## config.mk

```make
export PLATFORM = sky130hd
export DESIGN_NAME = rect_pos_ctl
export DESIGN_NICKNAME = d
export VERILOG_FILES = /design/src/rtl/rect_pos_ctl.sv
export SDC_FILE = /design/constraint.sdc
export NUM_CORES = 1
export LEC_CHECK = 0
export ABC_CLOCK_PERIOD_IN_PS = 4550
export CAP_MARGIN = 20
export CORE_MARGIN = 2
export CORE_UTILIZATION = 45
export CTS_CLUSTER_DIAMETER = 80
export CTS_CLUSTER_SIZE = 20
export DETAILED_ROUTE_END_ITERATION = 8
export PLACE_DENSITY = 0.7
export SLEW_MARGIN = 5
export SYNTH_ARGS = -nofsm -noshare
export SYNTH_HDL_FRONTEND = slang
export SYNTH_SLANG_ARGS = --single-unit
export TNS_END_PERCENT = 1
```

## constraint.sdc

```tcl
create_clock -name pclk -period 4.55 [get_ports pclk]
set_clock_uncertainty 0.15 [all_clocks]
set_input_delay 0.91 -clock pclk [delete_from_list [all_inputs] [get_ports pclk]]
set_output_delay 0.91 -clock pclk [all_outputs]
set_load 0.02 [all_outputs]
```

## src/rtl/rect_pos_ctl.sv

```systemverilog
// Sprite position control: follows the mouse, falls under gravity on left-click, optional floor bounce (RECT_CTL_BOUNCE_EN).
// Updates land on the pclk edge that sees the vsync rising edge; no backpressure, outputs are held between ticks.
module rect_pos_ctl #(
    parameter int WIDTH      = 48,
    parameter int HEIGHT     = 64,
    parameter int H_MAX      = 800,
    parameter int FLOOR      = 600,
    parameter int GRAVITY    = 4,
    parameter int VMAX       = 512,
    parameter int MIN_BOUNCE = 16
) (
    input  logic        pclk,
    input  logic        rst_n,
    input  logic        vsync_in,
    input  logic [11:0] mouse_xpos,
    input  logic [11:0] mouse_ypos,
    input  logic        mouse_left,
    output logic [11:0] xpos_out,
    output logic [11:0] ypos_out,
    output logic        left_out,
    output logic [1:0]  state_out
);

    typedef enum logic [1:0] {
        ST_FOLLOW = 2'b00,
        ST_FALL   = 2'b01,
        ST_RISE   = 2'b10,
        ST_STOP   = 2'b11
    } state_t;

`ifdef RECT_CTL_BOUNCE_EN
    localparam bit BOUNCE_EN = 1'b1;
`else
    localparam bit BOUNCE_EN = 1'b0;
`endif

    localparam logic [11:0] X_MAX   = 12'(H_MAX - WIDTH);
    localparam logic [11:0] Y_MAX   = 12'(FLOOR - HEIGHT);
    localparam logic [15:0] Y_FLOOR = 16'((FLOOR - HEIGHT) * 16);
    localparam logic [11:0] GRAV    = 12'(GRAVITY);
    localparam logic [12:0] VMAX_W  = 13'(VMAX);
    localparam logic [11:0] MIN_BNC = 12'(MIN_BOUNCE);

    state_t      state_q, state_d;
    logic [11:0] x_q, x_d;
    logic [15:0] y_q, y_d;
    logic [11:0] vel_q, vel_d;
    logic        left_out_q, left_out_d;
    logic        click_pend_q, click_pend_d;
    logic        vsync_q, left_q;

    logic        tick, click, hit, bounce_ok;
    logic [12:0] vel_sum;
    logic [11:0] v_fall, v_rise, v_bounce;
    logic [16:0] y_fall;

    assign tick  = vsync_in & ~vsync_q;
    assign click = mouse_left & ~left_q;

    // Fall candidate: saturate velocity first, then test the integer part of the new y against the floor.
    assign vel_sum   = {1'b0, vel_q} + {1'b0, GRAV};
    assign v_fall    = (vel_sum > VMAX_W) ? VMAX_W[11:0] : vel_sum[11:0];
    assign y_fall    = {1'b0, y_q} + {5'd0, v_fall};
    assign hit       = ({1'b0, y_fall[16:4]} + 14'(HEIGHT)) >= 14'(FLOOR);
    assign v_bounce  = v_fall - (v_fall >> 2);
    assign bounce_ok = BOUNCE_EN && (v_fall >= MIN_BNC);
    assign v_rise    = vel_q - GRAV;

    always_comb begin
        state_d      = state_q;
        x_d          = x_q;
        y_d          = y_q;
        vel_d        = vel_q;
        left_out_d   = left_out_q;
        click_pend_d = click_pend_q;

        if (state_q == ST_FOLLOW && click) begin
            click_pend_d = 1'b1;
        end

        if (tick) begin
            left_out_d = mouse_left;
            case (state_q)
                ST_FOLLOW: begin
                    x_d = (mouse_xpos > X_MAX) ? X_MAX : mouse_xpos;
                    y_d = {((mouse_ypos > Y_MAX) ? Y_MAX : mouse_ypos), 4'b0000};
                    if (click_pend_q || click) begin
                        click_pend_d = 1'b0;
                        vel_d        = 12'd0;
                        state_d      = ST_FALL;
                    end
                end
                ST_FALL: begin
                    if (hit) begin
                        y_d = Y_FLOOR;
                        if (bounce_ok) begin
                            vel_d   = v_bounce;
                            state_d = ST_RISE;
                        end else begin
                            vel_d   = 12'd0;
                            state_d = ST_STOP;
                        end
                    end else begin
                        y_d   = y_fall[15:0];
                        vel_d = v_fall;
                    end
                end
                ST_RISE: begin
                    if (vel_q <= GRAV) begin
                        vel_d   = 12'd0;
                        state_d = ST_FALL;
                    end else if ({4'd0, v_rise} > y_q) begin
                        y_d     = 16'd0;
                        vel_d   = 12'd0;
                        state_d = ST_FALL;
                    end else begin
                        y_d   = y_q - {4'd0, v_rise};
                        vel_d = v_rise;
                    end
                end
                default: begin
                    // A held button keeps the sprite parked until it is released.
                    if (!mouse_left) begin
                        state_d = ST_FOLLOW;
                    end
                end
            endcase
        end
    end

    always_ff @(posedge pclk or negedge rst_n) begin
        if (!rst_n) begin
            state_q      <= ST_FOLLOW;
            x_q          <= 12'd0;
            y_q          <= 16'd0;
            vel_q        <= 12'd0;
            left_out_q   <= 1'b0;
            click_pend_q <= 1'b0;
            vsync_q      <= 1'b0;
            left_q       <= 1'b0;
        end else begin
            state_q      <= state_d;
            x_q          <= x_d;
            y_q          <= y_d;
            vel_q        <= vel_d;
            left_out_q   <= left_out_d;
            click_pend_q <= click_pend_d;
            vsync_q      <= vsync_in;
            left_q       <= mouse_left;
        end
    end

    assign xpos_out  = x_q;
    assign ypos_out  = y_q[15:4];
    assign left_out  = left_out_q;
    assign state_out = state_q;

endmodule
```

# Word-level counts from Yosys, hierarchy flattened
# Cells that the tools add are included.
# classes
n_lt_le_gt_ge	6
addsub	5
bitwise_logic	4
n_eq_ne	7
n_mux	22
n_reduce_logical	8
# op_table
cell	n
$mux 12	7
$mux 16	3
$pmux 16 s3	1
$pmux 12 s3	1
$gt 12x10->1 const B	2
$add 16x12->17	1
$gt 12x16->1	1
$sub 16x12->16	1
$add 13x7->14 const B	1
$ge 14x10->1 const B	1
$add 12x3->13 const B	1
$gt 13x10->1 const B	1
$le 12x3->1 const B	1
$sub 12x3->12 const B	1
$mux 2	5
$pmux 2 s3	1
$reduce_and 3->1	2
$reduce_and 5->1	1
$mux 1	4
$ne 2x2->1 const B	2
$ne 4x1->1 const B	1
$ne 3x3->1 const B	1
$reduce_bool 3->1	1
$and 1x1->1	2
other kinds (8)	9
# word_totals
elab_cells	60
regBits	46
out_inout_bits	27

# Longest topological paths before layout
# logic_depth
depth_word	8
depth_mapped	25
depth_no_buf	23

# Least setup slack after synthesis
# OpenSTA, ideal clock, no wires.
# synth_timing
path_kind	register to register
from	register vel_q[4]
to	register y_q[9]
slack_ps	-482
path_stages_with_launch	26
arrival_ps	4788
n_path_buf	2
cell_sequence	dfrtp_1 > clkbuf_1 > and4_1 > nand2_1 > xor2_1 > inv_1 > nor3_1 > o21a_1 > and2_1 > ha_1 > inv_1 > fa_1 > o21ai_1 > a31oi_1 > and2_1 > xnor2_1 > inv_1 > ha_1 > inv_1 > a2111oi_1 > a311oi_2 > o221ai_1 > a211oi_4 > buf_6 > nand3_1 > a221oi_2
# synth_via
elab_chain_cells	8
# synth_rtl
item	line_no	text
from (decl)	47	logic [11:0] vel_q, vel_d;
from (signal assigned)	145	vel_q <= vel_d;
$add 12x3->13	61	assign vel_sum = {1'b0, vel_q} + {1'b0, GRAV};
$gt 13x10->1	62	assign v_fall = (vel_sum > VMAX_W) ? VMAX_W[11:0] : vel_sum[11:0];
$mux 12	62	
$add 16x12->17	63	assign y_fall = {1'b0, y_q} + {5'd0, v_fall};
$add 13x7->14	64	assign hit = ({1'b0, y_fall[16:4]} + 14'(HEIGHT)) >= 14'(FLOOR);
$ge 14x10->1	64	
$mux 16	94	if (hit) begin
$pmux 16 s3	83	case (state_q)
to (signal assigned)	144	y_q <= y_d;
to (decl)	46	logic [15:0] y_q, y_d;
# Parallel ways exist; a longest one is shown, timed or not. The select of a mux whose other input is x is not followed.
# A chain may end at the register's enable or synchronous reset.

# Worst setup path in the final report
# layout_timing
from	register vel_q[4]
to	register y_q[3]
# The elaborated chain is that of the path after synthesis.

==> results.md <==
Run status:
- The run finished, with violations left.
- The final reports fail on negative setup slack.

Timing:
- The time the final worst path needs with I/O delays and setup is 4780 ps.
- Setup repair after global routing could not meet its margin everywhere.
- At the pin with the least slew margin, the transition time is 900 ps.
- The headroom to the max-slew limit is 40.0%.
- The setup slack of the critical path after layout is -229 ps.
- Setup total negative slack on the finished layout was measured at -4120 ps.
- The setup violation total in the final timing report is 22.
- The total count of max-transition violations in the final report is 0.
- The worst hold slack is 355 ps.
- The final critical path takes up 105% of the cycle.
- The count of final hold-check violations is 0.
- Static timing analysis puts the maximum clock frequency at 209 MHz.

Detailed routing:
- Dividing the detail-routed via count by the number of cells gives 5.88.
- Detailed routing inserted a total of 4,235 vias.
- The post-route antenna net violation count is 0.
- The post-detailed-route DRC marker count is 0.
- The first routing iteration left 363 violations.
- The final layout contains routed wiring with a total length of 12,800 µm.
- The average routed wire per standard cell is 17.8 µm.
- For this run, the detailed router's first-pass iteration total came to 5.

Clocking:
- After clock tree synthesis, the flow added hold-fix buffers numbering 0.
- The TritonCTS clock tree is built.
- The CTS clock-pin slew for the worst setup and hold paths is 100 ps.
- The total CTS buffers is 5.
- Clock latency on the worst-skew pair, taken at its later pin, is 310 ps.
- The clock sink total is 46.
- The longest clock path from root to sink contains 2 buffers.
- The tree is rooted in a sky130_fd_sc_hd__clkbuf_8.
- In this run the number of H-tree levels came out at 2.

Logic synthesis:
- After Yosys synthesis, XOR and XNOR cells account for 6.32% of the synthesized area.
- The most frequent cell after synthesis is sky130_fd_sc_hd__dfrtp_1.
- In the post-synthesis netlist, the biggest area contributors are sky130_fd_sc_hd__dfrtp_1 28%, sky130_fd_sc_hd__ha_1 11%, sky130_fd_sc_hd__xnor2_1 4.4%.
- Sorting the synthesized cells by how often they occur yields 46 x sky130_fd_sc_hd__dfrtp_1, 45 x sky130_fd_sc_hd__nor2_1, 40 x sky130_fd_sc_hd__nand2_1.
- The cell taking the most area after synthesis is sky130_fd_sc_hd__dfrtp_1.
- The mapped netlist covers 4160 µm².
- The top cell type's share of synthesized area is 27.7%.
- The compound-gate portion of the synthesized area is 27.7%.
- The post-synthesis simple-gate area fraction is 19.3%.
- The number of enable flip-flop cells after synthesis is 0.
- The synthesis warning total is 0.
- The main combinational cell family by area after synthesis is compound AO/OA/AOI/OAI gates.
- The fraction of the yosys area taken by sequential cells is 27.7%.
- The multiplexer share of the synthesized area is 0.542%.
- After technology mapping, the gate count stands at 501.
- In the synthesized netlist the async set-or-reset flop fraction comes to 100%.
- The primary flip-flop cell chosen by synthesis mapping is sky130_fd_sc_hd__dfrtp_1.
- After synthesis the netlist holds a flip-flop and latch count of 46.
- Counting distinct cell types in the post-synthesis netlist gives 66.
- The share of synthesized cell area in full adder, half adder and majority cells is 11.8%.
- The synthesized area divided by synthesized cell count is 8.30 µm².

GRT:
- For this run the aggregate overflow at the end of global routing stands at 0.
- The number of antenna violations at the first check in global routing is 0.
- The global-route wire length before repair is 19,900 µm.
- The maximum number of pins on one net before global-route repair is 47.
- Global routing used 25.2% of the available tracks.
- The number of global-route vias before repair is 3,951.

Final layout:
- The growth of design area from synthesis to finish is 36.5%.
- In the final design database the tool counted 674 nets.
- Cells with a size suffix above 1 make up 23.6% of the layout.
- The fill cell total of the finished layout is 789.
- 0 antenna diodes ended up in the layout.

Floorplan:
- The I/O pin count is 55.
- The core area is 9110 µm².
- For this configuration, the core starts out at a cell density of 45.7%.
- The vertical die dimension is 100 µm.
- The die covers 10,000 µm².
- The floorplan has 35 rows.
- The die is 100 µm wide.

Placement:
- The number of port buffers is 54.
- The wire-length estimate of the detail-placed layout is 9970 µm.
- The routability congestion estimate is 0.957.

Critical path:
- The capturing element type of the critical path is a register.
- The startpoint type of the worst setup path is a register.
- Walking the worst path, the cells encountered are and4_4 > nand4_1 > mux2_4 > nor2_4 > o21a_1 > and2_4 > ha_4 > inv_2 > fa_2 > o21ai_4 > a31oi_4 > and2_4 > xnor2_4 > inv_2 > ha_4 > inv_2 > a2111oi_4 > a311oi_4 > o221ai_2 > a211oi_4 > buf_4 > nand3_4 > o221ai_2.
- The cell occurring most often along the worst timing path is sky130_fd_sc_hd__inv_2.
- On the worst path, the slowest cell contributes a delay of 430 ps.
- The worst endpoint required time is 4630 ps.
- The largest individual stage delay along the critical path comes from the cell sky130_fd_sc_hd__dfrtp_1.
- The arrival time at the worst endpoint is 4860 ps.
- Counting cells, the worst reg-to-reg path comes to 23.
- Along the worst path, the maximum fanout reaches 5.
- The setup path with the least slack is of type reg -> reg.

Worst hold path:
- The depth of the worst hold-timing path is 1.
- The class of the tightest hold or removal check is reg -> reg.

Flow run:
- The tool flagged a number of max-cap violations equal to 0.
stage by stage:
| step | util [%] | worst slack [ps] | std cells | area (µm²) |
|---|---|---|---|---|
| final | 62.3 | -229 | 720 | 5680 |
| after global routing | 62.3 | -464 | 720 | 5680 |
| after CTS | 59.6 | -269 | 714 | 5430 |
| after floorplan | - | 5.69 | 503 | 4300 |
| after detailed placement | 57.6 | -222 | 701 | 5250 |
| after global placement | 57.6 | -84.0 | 701 | 5250 |
cells by family after synthesis:
group                    after synthesis
flip-flops                            46
other                                  1
buffers and inverters                 58
multiplexers                           2
AO/OA/AOI/OAI                        162
adder cells (fa/ha/maj)               38
XOR/XNOR                              30
AND/OR/NAND/NOR                      164
repair_timing:
action,CTS,global route
setup endpoints to repair,26,26
resized for setup,11,38
cloned,1,0
pin swaps,20,26
buffers inserted,4,6
path summary, 6_finish.rpt:
| check | from | to | slack, ps |
|---|---|---|---|
| worst max-delay path | vel_q[4] | y_q[3] | -230 |
| worst min-delay path | xpos_out[10] | xpos_out[10] | 360 |
| worst max register to register | vel_q[4] | y_q[3] | -230 |
| worst min register to register | xpos_out[10] | xpos_out[10] | 360 |
| max in group asynchronous | rst_n | vel_q[3] | 3280 |
| min in group asynchronous | rst_n | y_q[15] | 530 |
flip-flops by register name (all words and copies together), names as in the netlist:
signal        flops
left_out          1
click_pend_q      1
y_q              16
xpos_out         12
vsync_q           1
vel_q            12
left_q            1
state_out         2
per-layer routing:
metal / part of all wire (%) / global-route usage, %
met3: 4.3 / 2.16
met1: 47 / 36.6
met4: 1.7 / 6.74
met5: 0 / 0
met2: 47 / 40.5
placed cells by master, fill, tap and decap left out, types with 5 or more instances in the layout:
cell                              instances
sky130_fd_sc_hd__a211o_1                  5
sky130_fd_sc_hd__a211oi_1                 9
sky130_fd_sc_hd__a21o_1                   7
sky130_fd_sc_hd__a21oi_1                 32
sky130_fd_sc_hd__a22o_1                   5
sky130_fd_sc_hd__and2_1                   8
sky130_fd_sc_hd__and3_1                   5
sky130_fd_sc_hd__buf_4                   68
sky130_fd_sc_hd__clkbuf_8                 5
sky130_fd_sc_hd__clkdlybuf4s50_1         53
sky130_fd_sc_hd__dfrtp_1                 44
sky130_fd_sc_hd__ha_1                    31
sky130_fd_sc_hd__inv_1                   26
sky130_fd_sc_hd__nand2_1                 39
sky130_fd_sc_hd__nand2b_1                 5
sky130_fd_sc_hd__nand3_1                  9
sky130_fd_sc_hd__nand4_1                  5
sky130_fd_sc_hd__nor2_1                  42
sky130_fd_sc_hd__nor2b_1                  6
sky130_fd_sc_hd__nor3_1                  10
sky130_fd_sc_hd__nor4_1                   5
sky130_fd_sc_hd__o21a_1                   8
sky130_fd_sc_hd__o21ai_0                 23
sky130_fd_sc_hd__o21ai_1                  9
sky130_fd_sc_hd__o31ai_1                  5
sky130_fd_sc_hd__xnor2_1                 18
sky130_fd_sc_hd__xor2_1                   7
final cells by class:
type                            count  area (µm²)  share of cell area, %
Clock inverter                      3        43.8                  0.771
Clock buffer                        5        68.8                   1.21
Sequential cell                    46        1150                   20.3
Inverter                           30         113                   1.98
Multi-Input combinational cell    399        3070                   54.0
Tap cell                          111         139                   2.45
Timing Repair Buffer              126        1090                   19.2
critical path, delay by kind of cell (launching register included):
kind,cells,cell delay (ps)
adder cells (fa/ha/maj),3,680
flip-flops,1,430
AO/OA/AOI/OAI,8,1630
multiplexers,1,330
buffers and inverters,4,350
AND/OR/NAND/NOR,6,970
XOR/XNOR,1,160
Power is not shown: default switching activity piles up to over one toggle a cycle in this logic, so the estimate is an artifact.
